==> src/rtl/dsp_add_arbiter_if.sv <==
// Handshake bundle between requesters/consumer/shared adder and dsp_add_arbiter.
// The master side is everything outside the arbiter; the slave side is the arbiter itself.
interface dsp_add_arbiter_if #(
    parameter int width   = 48,
    parameter int num_req = 4,
    parameter int id_w    = $clog2(num_req)
);
    logic [num_req-1:0]       req_valid;
    logic [num_req*width-1:0] req_a;
    logic [num_req*width-1:0] req_b;
    logic [num_req-1:0]       req_ready;
    logic [width-1:0]         add_a;
    logic [width-1:0]         add_b;
    logic [width-1:0]         add_y;
    logic                     resp_valid;
    logic                     resp_ready;
    logic [width-1:0]         resp_y;
    logic [id_w-1:0]          resp_id;

    modport master (
        output req_valid, req_a, req_b, add_y, resp_ready,
        input  req_ready, add_a, add_b, resp_valid, resp_y, resp_id
    );

    modport slave (
        input  req_valid, req_a, req_b, add_y, resp_ready,
        output req_ready, add_a, add_b, resp_valid, resp_y, resp_id
    );
endinterface

==> src/rtl/dsp_add_arbiter.sv <==
// Round-robin arbiter sharing one combinational adder among num_req requesters;
// the winner's sum is captured in a single result register tagged with its id.
module dsp_add_arbiter #(
    parameter int width   = 48,
    parameter int num_req = 4,
    parameter int id_w    = $clog2(num_req)
) (
    input  logic              i_clock,
    input  logic              i_reset,
    dsp_add_arbiter_if.slave  bus
);

    logic [id_w-1:0]  r_rr_ptr;
    logic             r_resp_valid;
    logic [width-1:0] r_resp_y;
    logic [id_w-1:0]  r_resp_id;

    logic [id_w-1:0]  w_cand [num_req];
    logic [id_w-1:0]  w_gnt;
    logic             w_can_issue;
    logic             w_issue;
    logic [id_w:0]    w_gnt_inc;

    // Candidate k is the requester index k places after the round-robin pointer.
    genvar gi;
    generate
        for (gi = 0; gi < num_req; gi++) begin : g_cand
            logic [id_w:0] w_sum;
            assign w_sum = {1'b0, r_rr_ptr} + (id_w+1)'(gi);
            assign w_cand[gi] = (w_sum >= (id_w+1)'(num_req))
                              ? id_w'(w_sum - (id_w+1)'(num_req))
                              : id_w'(w_sum);
        end
    endgenerate

    // Scan from the far end so the candidate closest to the pointer wins.
    always_comb begin
        w_gnt = '0;
        for (int k = num_req - 1; k >= 0; k--) begin
            if (bus.req_valid[w_cand[k]]) begin
                w_gnt = w_cand[k];
            end
        end
    end

    assign w_can_issue = !r_resp_valid || bus.resp_ready;
    assign w_issue     = !i_reset && w_can_issue && (|bus.req_valid);
    assign w_gnt_inc   = {1'b0, w_gnt} + (id_w+1)'(1);

    assign bus.req_ready  = w_issue ? (num_req'(1) << w_gnt) : '0;
    assign bus.add_a      = w_issue ? bus.req_a[w_gnt*width +: width] : '0;
    assign bus.add_b      = w_issue ? bus.req_b[w_gnt*width +: width] : '0;
    assign bus.resp_valid = r_resp_valid;
    assign bus.resp_y     = r_resp_y;
    assign bus.resp_id    = r_resp_id;

    always_ff @(posedge i_clock or posedge i_reset) begin
        if (i_reset) begin
            r_rr_ptr     <= '0;
            r_resp_valid <= 1'b0;
            r_resp_y     <= '0;
            r_resp_id    <= '0;
        end else if (w_issue) begin
            r_resp_y     <= bus.add_y;
            r_resp_id    <= w_gnt;
            r_resp_valid <= 1'b1;
            r_rr_ptr     <= (w_gnt_inc == (id_w+1)'(num_req)) ? '0 : w_gnt_inc[id_w-1:0];
        end else if (bus.resp_ready) begin
            r_resp_valid <= 1'b0;
        end
    end

endmodule

==> src/flat_wrapper.sv <==
// flat-port wrapper written by rule: the top's interface ports become plain ports
module dsp_add_arbiter_flat 
#(
    parameter int width   = 48,
    parameter int num_req = 4,
    parameter int id_w    = $clog2(num_req)
)
  (i_clock, i_reset, bus_req_valid, bus_req_a, bus_req_b, bus_add_y, bus_resp_ready, bus_req_ready, bus_add_a, bus_add_b, bus_resp_valid, bus_resp_y, bus_resp_id);
  dsp_add_arbiter_if #(.width(width), .num_req(num_req), .id_w(id_w)) bus_i ();
  input  logic i_clock;
  input  logic i_reset;
  input wire logic [$bits(bus_i.req_valid)-1:0] bus_req_valid;
  input wire logic [$bits(bus_i.req_a)-1:0] bus_req_a;
  input wire logic [$bits(bus_i.req_b)-1:0] bus_req_b;
  input wire logic [$bits(bus_i.add_y)-1:0] bus_add_y;
  input wire logic [$bits(bus_i.resp_ready)-1:0] bus_resp_ready;
  output wire logic [$bits(bus_i.req_ready)-1:0] bus_req_ready;
  output wire logic [$bits(bus_i.add_a)-1:0] bus_add_a;
  output wire logic [$bits(bus_i.add_b)-1:0] bus_add_b;
  output wire logic [$bits(bus_i.resp_valid)-1:0] bus_resp_valid;
  output wire logic [$bits(bus_i.resp_y)-1:0] bus_resp_y;
  output wire logic [$bits(bus_i.resp_id)-1:0] bus_resp_id;
  assign bus_i.req_valid = bus_req_valid;
  assign bus_i.req_a = bus_req_a;
  assign bus_i.req_b = bus_req_b;
  assign bus_i.add_y = bus_add_y;
  assign bus_i.resp_ready = bus_resp_ready;
  assign bus_req_ready = bus_i.req_ready;
  assign bus_add_a = bus_i.add_a;
  assign bus_add_b = bus_i.add_b;
  assign bus_resp_valid = bus_i.resp_valid;
  assign bus_resp_y = bus_i.resp_y;
  assign bus_resp_id = bus_i.resp_id;
  dsp_add_arbiter #(.width(width), .num_req(num_req), .id_w(id_w)) u_core (.i_clock(i_clock), .i_reset(i_reset), .bus(bus_i));
endmodule
==> config.mk <==
export PLATFORM = sky130hd
export DESIGN_NAME = dsp_add_arbiter_flat
export DESIGN_NICKNAME = d
export VERILOG_FILES = /design/src/rtl/dsp_add_arbiter_if.sv /design/src/rtl/dsp_add_arbiter.sv /design/src/flat_wrapper.sv
export SDC_FILE = /design/constraint.sdc
export NUM_CORES = 1
export LEC_CHECK = 0
export ABC_AREA = 1
export BUFFER_PORTS_ARGS = -buffer_cell sky130_fd_sc_hd__buf_4
export CAP_MARGIN = 10
export CELL_PAD_IN_SITES_DETAIL_PLACEMENT = 2
export CELL_PAD_IN_SITES_GLOBAL_PLACEMENT = 2
export CORE_AREA = 2 2 229 231
export DETAILED_ROUTE_END_ITERATION = 16
export DIE_AREA = 0 0 231 233
export GPL_TIMING_DRIVEN = 0
export PLACE_DENSITY = 0.7
export SYNTH_ARGS = -nofsm -noshare
export SYNTH_HDL_FRONTEND = slang
export SYNTH_SLANG_ARGS = --single-unit
export TNS_END_PERCENT = 30
==> constraint.sdc <==
create_clock -name i_clock -period 3.7 [get_ports i_clock]
set_clock_uncertainty 0.2 [all_clocks]
set_input_delay 0.74 -clock i_clock [delete_from_list [all_inputs] [get_ports i_clock]]
set_output_delay 0.74 -clock i_clock [all_outputs]
set_load 0.01 [all_outputs]
==> impl_metrics.json, run 1 <==
{
  "worst_hold_path_type": "in -> async",
  "slew_viol_final": 0,
  "finalWeightedCongestion": 0.931,
  "drive_above_1_share_pct": 37.0,
  "setup_violations": 0,
  "start_kind": "primary input",
  "io_pins": 590,
  "clock_sinks": 53,
  "max-cap-violations": 0,
  "ys.flop_type": "dfrtp_1",
  "synth-edff-count": 0,
  "synth_top_family_by_area": "simple AND/OR/NAND/NOR gates",
  "overflow": 0,
  "grt_setup_unrepaired": "true",
  "synthXorXnorAreaFrac_pct": 0,
  "root_buffer": "clkbuf_16",
  "dieHeight_um": 233,
  "ys_ff_latch": 53,
  "cp-startpoint": "bus_req_valid[3]",
  "vias": 11100,
  "path_clk_slew_ns": 0.08,
  "placed_area_um2": 12500,
  "core_um2": 51100,
  "grt_max_degree": 31,
  "port_buffers": 589,
  "cts_buffer_depth": 2,
  "ys_types": 25,
  "h-tree-depth": 2,
  "syn_inst": 1331,
  "cp.arrival_ns": 2.66,
  "n_fill_cell": 6358,
  "antenna_left": 0,
  "fin_nets": 2374,
  "status": "complete, no violations",
  "ff2ff_path_depth": 13,
  "max_freq_mhz": 278,
  "r2r_setup_slack_ns": 1.33,
  "yosysWarningCount": 0,
  "grt_pass1_vias": 12200,
  "cts_tree": "done",
  "min_period_ns": 3.60,
  "antenna_found_initial": 0,
  "end_kind": "primary output",
  "critPathMaxFanout": 10,
  "synth_nets": 1774,
  "area_growth_pct": 78.9,
  "reg2reg_from": "u_core.r_rr_ptr[0]",
  "wl_per_cell_um": 20.4,
  "cellLeakagePower_nw": 7.55,
  "ys_seq_area_share_pct": 18.4,
  "rows": 83,
  "hpwl_um": 44200,
  "dr.pass1.iters": 4,
  "hold_viol": 0,
  "synthArstFlopShare_pct": 100,
  "crit_end": "bus_add_a[10]",
  "synth.cell_area_um2": 7190,
  "yosys.area_share.simple_pct": 50.2,
  "diodes": 0,
  "relSlewSlack_pct": 44.9,
  "hold_buffers": 0,
  "insertion_delay_ns": 0.31,
  "pwr_density_cell_nw_per_um2": 806,
  "hold-worst-slack_ns": 0.221,
  "dieWidth_um": 231,
  "syn_avg_cell_area_um2": 5.40,
  "synth-compound-area-share_pct": 7.52,
  "peakVddDrop_uv": 321,
  "start_util_pct": 14.1,
  "drt_wl_total_um": 53200,
  "post-route-period-util_pct": 97.3,
  "final_cell_area_um2": 12900,
  "worst_ep_required_time_ns": 2.76,
  "grt_pass1_wl_um": 76900,
  "power_mw": 10.4,
  "via_per_inst": 4.25,
  "rr_endpoint": "u_core.r_rr_ptr[1]",
  "die_area_um2": 53800,
  "synthMuxAreaShare_pct": 0,
  "tightest_slew_ns": 0.826,
  "detail_route.iter0.violations": 330,
  "cts_buffers": 5,
  "synth_fa_ha_area_share_pct": 0.696,
  "track_usage_pct": 18.8,
  "drc": 0,
  "worstSetupPathType": "in -> out"
}
## worst max-delay path, stage by stage
cell and delay, ns:
buf_4 0.11, inv_1 0.12, nand2_1 0.10, nand3_1 0.11, nand2_1 0.07, inv_2 0.07, nand2_1 0.06, nand2_2 0.13
nand2_4 0.11, buf_8 0.18, buf_4 0.19, nand2_1 0.12, nand3_1 0.14, a21oi_4 0.23, buf_4 0.16
## cells in the final DEF (no fill, tap or decap), drive strengths merged
cell,netlist,layout
buf,74,658
nand3,298,298
nand4,1,1
o21ai,3,3
nand3b,96,96
a31oi,1,1
clkinv,1,1
clkbuf,32,45
clkinvlp,0,2
a21boi,1,1
a21oi,97,97
nand2b,1,1
nand2,357,357
o21bai,1,1
inv,303,304
bufinv,0,1
ha,4,4
nor2,7,7
and2,1,1
dfrtp,53,53
## stage by stage
stage	setup TNS, ns	util, %	worst slack (ns)	cells
after floorplan	0	-	0.0809	1331
after global placement	-207.52	24.4	-2.17	2600
after detailed placement	-97.87	24.4	-1.35	2601
after CTS	0	25.1	0.00374	2615
after global routing	-0.200	25.2	-0.0658	2612
final	0	25.2	0.101	2612
## state kept, by name, indices dropped and copies added (netlist names)
register	count
u_core.bus.resp_valid	1
u_core.bus.resp_id	2
u_core.bus.resp_y	48
u_core.r_rr_ptr	2
## how the worst min path moves through the flow
stage | startpoint | to | slack, ns
after floorplan | u_core.bus.resp_y[0] | u_core.bus.resp_y[0] | 0.32
after global placement | u_core.bus.resp_y[46] | u_core.bus.resp_y[46] | 0.26
after detailed placement | u_core.bus.resp_y[1] | u_core.bus.resp_y[1] | 0.27
after CTS | i_reset | u_core.bus.resp_y[31] | 0.22
after global routing | i_reset | u_core.bus.resp_y[5] | 0.23
final | i_reset | u_core.bus.resp_y[31] | 0.22
## cell type report
cell class,count,area [µm²],area share [%]
inverters,304,1150,8.92
clock inverters,3,47.5,0.370
repair buffers,595,4490,34.9
multi-input cells,868,4250,33.0
well taps,680,851,6.61
plain buffers,103,619,4.82
repair inverters,1,5.00,0.0389
flip-flops and latches,53,1330,10.3
clock buffers,5,125,0.973
## logic make-up (layout without fill, tap and decap cells)
kind of cell | Yosys count | after routing
and+or+nand+nor | 761 | 761
adders and majority gates | 4 | 4
buffers and inverters | 410 | 1011
DFF | 53 | 53
AOI/OAI and AO/OA | 103 | 103
## layer usage
metal | global-route usage [%] | part of all wire [%] | routed length [µm]
met5 | 0 | 0 | 0
met4 | 3.85 | 1.8 | 946
met3 | 3.90 | 6.5 | 3440
met2 | 34.6 | 51 | 27200
met1 | 22.2 | 41 | 21600
## synth_stat cells (2+ instances only)
cell type  count  area, µm²
nand3b_1      96        721
nor2_1         7       26.3
buf_4          8       60.1
o21ai_0        2       10.0
nand3_1      297       1490
inv_1        299       1120
a21oi_1       97        485
inv_2          3       11.3
buf_2         64        320
buf_6          2       22.5
clkbuf_1      32        120
dfrtp_1       53       1330
nand2_1      356       1340
ha_1           4       50.1
## what timing repair did
item | CTS | global route
setup buffers | 5 | 0
pin swaps | 2 | 0
gates resized for setup | 36 | 35
cloned | 1 | 0
endpoints found under the setup margin | 100 | 76
## power breakdown
part | leakage [nW] | switching, mW | internal, mW
logic | 6.81 | 5.69 | 3.36
registers | 0.649 | 0.0665 | 0.682
clock network | 0.0848 | 0.245 | 0.325
total | 7.55 | 6.00 | 4.37
Note: power is estimated with default switching activity, not from simulation.
==> inputs of run 2 (changes only) <==
--- a/config.mk
+++ b/config.mk
@@ -15,6 +15,7 @@
 export DIE_AREA = 0 0 231 233
 export GPL_TIMING_DRIVEN = 0
 export PLACE_DENSITY = 0.7
+export REMOVE_ABC_BUFFERS = 1
 export SYNTH_ARGS = -nofsm -noshare
 export SYNTH_HDL_FRONTEND = slang
 export SYNTH_SLANG_ARGS = --single-unit
==> impl_metrics.json, run 2 (synthesis results as in run 1) <==
{
  "port_buffers": 589,
  "crit_chain": "buf_4 > a21oi_2 > nand3_4 > buf_12 > buf_16 > nand3_1 > nand3_1 > a21oi_1 > buf_4",
  "antenna_found_initial": 4,
  "finalWeightedCongestion": 0.814,
  "crit_end": "bus_add_b[13]",
  "max_freq_mhz": 279,
  "status": "complete, no violations",
  "m1WireLength_um": 20600,
  "setup_violations": 0,
  "start_util_pct": 14.1,
  "dieWidth_um": 231,
  "insertion_delay_ns": 0.31,
  "final_common_cell": "buf_4",
  "reg2reg_from": "u_core.r_rr_ptr[0]",
  "cp_top_family": "buffers and inverters",
  "h-tree-depth": 2,
  "cts_buffer_depth": 2,
  "detail_route.iter0.violations": 283,
  "power_mw": 11.5,
  "core_um2": 51100,
  "grt_max_degree": 82,
  "post-route-period-util_pct": 96.9,
  "root_buffer": "clkbuf_16",
  "rows": 83,
  "hpwl_um": 35200,
  "grt_setup_unrepaired": "false",
  "antenna_left": 0,
  "min_period_ns": 3.59,
  "area_growth_pct": 84.2,
  "grt_pass1_vias": 12100,
  "fin_nets": 2318,
  "crit_cells": 9,
  "cpPeakStageDelay_ns": 0.53,
  "dieHeight_um": 233,
  "hold_viol": 0,
  "rr_endpoint": "u_core.r_rr_ptr[1]",
  "end_kind": "primary output",
  "ff2ff_path_depth": 12,
  "dr_wl_met3_um": 3980,
  "drc": 0,
  "drt_wl_total_um": 53600,
  "overflow": 0,
  "clock_sinks": 53,
  "largest_reg_flops": 48,
  "pwr_density_cell_nw_per_um2": 868,
  "vias": 11100,
  "via_per_inst": 4.34,
  "final_cells": 2560,
  "dr_wl_met2_um": 27300,
  "hold_buffers": 0,
  "critPathMaxFanout": 36,
  "worst_ep_required_time_ns": 2.76,
  "most-common-layout-cells": "buf_4, nand2_1, inv_1, nand3_1, nand3b_1",
  "die_area_um2": 53800,
  "tightest_slew_ns": 0.781,
  "path_clk_slew_ns": 0.07,
  "crit_slowest_cell": "dfrtp_4",
  "worst_hold_path_type": "in -> async",
  "cp.arrival_ns": 2.65,
  "start_kind": "flop",
  "dpl.cell_count": 2507,
  "top_layer": "met4",
  "cp-startpoint": "u_core.r_rr_ptr[0]",
  "cts_buffers": 5,
  "worstSetupPathType": "reg -> out",
  "io_pins": 590,
  "cts_tree": "done",
  "cellLeakagePower_nw": 7.63,
  "cp_num_buf_inv": 4,
  "track_usage_pct": 17.8,
  "grt_pass1_wl_um": 73900,
  "peakVddDrop_uv": 463,
  "r2r_setup_slack_ns": 1.21,
  "slew_viol_final": 0,
  "dr.pass1.iters": 5,
  "relSlewSlack_pct": 47.9,
  "max-cap-violations": 0,
  "drive_above_1_share_pct": 36.4,
  "wl_per_cell_um": 20.9
}
## run 2: cell types whose count changed in the layout (fill, tap and decap cells not counted), sizes merged
cell and change:
buf -32, clkbuf -30, diode +4, nand2 +4
nand3 +3, clkinvlp -2, nand2b +2, inv -1
## run 2: layout make-up
class,instances,area (µm²)
tap,680,851
clock inverter,1,30.0
antenna,4,10.0
fill,6241,37900
multi-input combinational,877,4470
inverter,304,1150
timing repair buffer,634,5260
clock buffer,7,143
sequential,53,1330
## run 2: routing by layer
metal	global-route usage, %	vias to the layer above
li1	-	5213
met1	19.2	5417
met2	33.3	422
met3	4.82	70
met4	6.21	0
met5	0	-
## run 2: stage by stage
stage	hold slack [ns]	setup slack, ns	area, µm²	setup TNS, ns	util, %
finish	0.214	0.115	13200	0	25.9
global route	0.229	0.00841	13200	0	25.9
CTS	0.213	-0.00877	12800	-0.00952	25.1
detailed placement	0.266	-1.19	12300	-88.93	24.1
global placement	0.263	-12.57	11900	-1726.53	23.4
floorplan	0.315	-5.53	6670	-718.67	-
## run 2: how the worst min path moves through the flow
stage / endpoint / slack (ns) / cells past startpoint / from
after floorplan: u_core.bus.resp_y[0] / 0.32 / 2 / u_core.bus.resp_y[0]
after global placement: u_core.bus.resp_y[42] / 0.26 / 2 / u_core.bus.resp_y[42]
after detailed placement: u_core.bus.resp_y[8] / 0.27 / 2 / u_core.bus.resp_y[8]
after CTS: u_core.bus.resp_y[15] / 0.21 / 2 / i_reset
after global routing: u_core.bus.resp_y[15] / 0.23 / 2 / i_reset
final: u_core.bus.resp_y[23] / 0.21 / 2 / i_reset
## run 2: repair_timing
action	in CTS	in global routing
cloned	10	12
gates resized for setup	19	19
setup endpoints to repair	100	95
setup buffers	13	6
pin swaps	4	9
## run 2: report_power, final
part	switching (mW)	total (mW)	internal, mW
registers	0.0800	0.766	0.686
logic	6.20	10.2	3.96
clock network	0.232	0.571	0.339
==> inputs of run 3 (changes only) <==
--- a/config.mk
+++ b/config.mk
@@ -10,12 +10,13 @@
 export CAP_MARGIN = 10
 export CELL_PAD_IN_SITES_DETAIL_PLACEMENT = 2
 export CELL_PAD_IN_SITES_GLOBAL_PLACEMENT = 2
-export CORE_AREA = 2 2 229 231
+export CORE_ASPECT_RATIO = 0.6
+export CORE_UTILIZATION = 15
 export DETAILED_ROUTE_END_ITERATION = 16
-export DIE_AREA = 0 0 231 233
 export GPL_TIMING_DRIVEN = 0
-export PLACE_DENSITY = 0.7
+export PLACE_DENSITY = 0.74
 export REMOVE_ABC_BUFFERS = 1
+export SETUP_SLACK_MARGIN = 0.3
 export SYNTH_ARGS = -nofsm -noshare
 export SYNTH_HDL_FRONTEND = slang
 export SYNTH_SLANG_ARGS = --single-unit
==> impl_metrics.json, run 3 (synthesis results as in run 1) <==
{
  "cp_top_family": "simple AND/OR/NAND/NOR gates",
  "crit_chain": "buf_4 > inv_2 > nand2_2 > nand3_2 > nand2_2 > nand3_4 > nand2_8 > nand2_8 > buf_4 > bufbuf_16 > nand3b_1 > nand3_1 > a21oi_1 > buf_4",
  "drive_above_1_share_pct": 43.2,
  "core_um2": 46800,
  "clock_sinks": 53,
  "cts_tree": "done",
  "cts_buffer_depth": 2,
  "start_util_pct": 15.4,
  "worstSetupPathType": "in -> out",
  "dieHeight_um": 172,
  "hold_viol": 0,
  "rows": 61,
  "tightest_slew_ns": 0.822,
  "track_usage_pct": 22.6,
  "relSlewSlack_pct": 45.2,
  "vias": 11700,
  "antenna_left": 0,
  "grt_pass1_wl_um": 82100,
  "fin_nets": 2381,
  "grt_max_degree": 62,
  "crit_slowest_cell": "bufbuf_16",
  "min_period_ns": 3.62,
  "post-route-period-util_pct": 97.8,
  "final_common_cell": "buf_4",
  "critPathMaxFanout": 30,
  "io_pins": 590,
  "final_core_util_pct": 31.4,
  "end_kind": "primary output",
  "antenna_found_initial": 2,
  "cpPeakStageDelay_ns": 0.31,
  "worst_ep_required_time_ns": 2.76,
  "die_area_um2": 48800,
  "port_buffers": 589,
  "peakVddDrop_uv": 444,
  "drt_wl_total_um": 62900,
  "path_clk_slew_ns": 0.08,
  "drc": 0,
  "finalWeightedCongestion": 0.826,
  "worst_hold_path_type": "in -> async",
  "max-cap-violations": 0,
  "hpwl_um": 35800,
  "largest_reg_flops": 48,
  "area_growth_pct": 105,
  "insertion_delay_ns": 0.30,
  "setup_violations": 0,
  "cts_buffers": 5,
  "grt_pass1_vias": 12500,
  "placed_area_um2": 12300,
  "dr.pass1.iters": 4,
  "detail_route.iter0.violations": 561,
  "cellLeakagePower_nw": 8.30,
  "via_per_inst": 4.55,
  "slew_viol_final": 0,
  "root_buffer": "clkbuf_16",
  "grt_setup_unrepaired": "true",
  "cpMostUsedCell": "buf_4",
  "cp_num_buf_inv": 5,
  "dieWidth_um": 285,
  "most-common-layout-cells": "buf_4, nand2_1, inv_1, nand3_1, nand3b_1",
  "cp.arrival_ns": 2.68,
  "status": "complete, no violations",
  "pwr_density_cell_nw_per_um2": 1020,
  "final_cell_area_um2": 14700,
  "start_kind": "primary input",
  "max_freq_mhz": 276,
  "h-tree-depth": 2,
  "wl_per_cell_um": 24.5,
  "overflow": 0
}
==> run 3: cell types whose count changed in the layout (fill, tap and decap cells not counted), sizes merged <==
cell / before / now
clkbuf: 15 / 16
bufbuf: 0 / 4
buf: 626 / 677
nand2: 361 / 368
bufinv: 1 / 0
nand2b: 3 / 4
diode: 4 / 3
==> run 3: per-layer routing <==
metal	track usage, %	up-vias	wire (µm)
met5	0	-	0
met4	5.98	0	1750
met3	4.08	98	3240
li1	-	5360	-
met1	28.6	5847	27900
met2	39.3	403	30000
==> run 3: path summary, 6_finish.rpt <==
kind                       cells past startpoint                    end                  start  slack [ns]
setup / recovery                              14          bus_add_a[19]       bus_req_valid[0]        0.08
hold / removal                                 2   u_core.bus.resp_y[4]                i_reset        0.25
setup reg to reg                               7  u_core.bus.resp_y[26]  u_core.bus.resp_valid        1.02
hold reg to reg                                2  u_core.bus.resp_y[44]  u_core.bus.resp_y[44]        0.29
max in group asynchronous                      3  u_core.bus.resp_y[43]                i_reset        2.45
min in group i_clock                           2  u_core.bus.resp_y[44]  u_core.bus.resp_y[44]        0.29
==> run 3: area by class of cell <==
type / instances / area, µm²
Multi-Input combinational cell: 885 / 5080
Antenna cell: 3 / 7.51
Timing Repair Buffer: 689 / 6210
Inverter: 304 / 1150
Fill cell: 5663 / 32100
Sequential cell: 53 / 1330
Clock buffer: 8 / 136
Tap cell: 630 / 788
==> run 3: stage by stage <==
stage	setup TNS, ns	hold WS (ns)	std cells	setup slack, ns	total power, mW
detailed placement	-108.04	0.271	2459	-1.41	9.10
floorplan	-718.67	0.315	1225	-5.53	4.95
global route	-0.0296	0.268	2570	-0.0296	15.8
global placement	-1696.16	0.265	2444	-12.25	5.60
CTS	0	0.263	2540	0.123	13.3
finish	0	0.252	2572	0.0796	15.0
==> run 3: what timing repair did <==
item | 4_1_cts | 5_1_grt
setup endpoints to repair | 102 | 100
pin swaps | 38 | 28
buffers inserted | 42 | 13
gates resized for setup | 108 | 94
cloned | 31 | 16
hold buffers | 0 | 0
==> run 3: power breakdown <==
| part | internal (mW) | switching [mW] |
|---|---|---|
| clock network | 0.254 | 0.237 |
| logic | 5.68 | 8.05 |
| registers | 0.684 | 0.0769 |
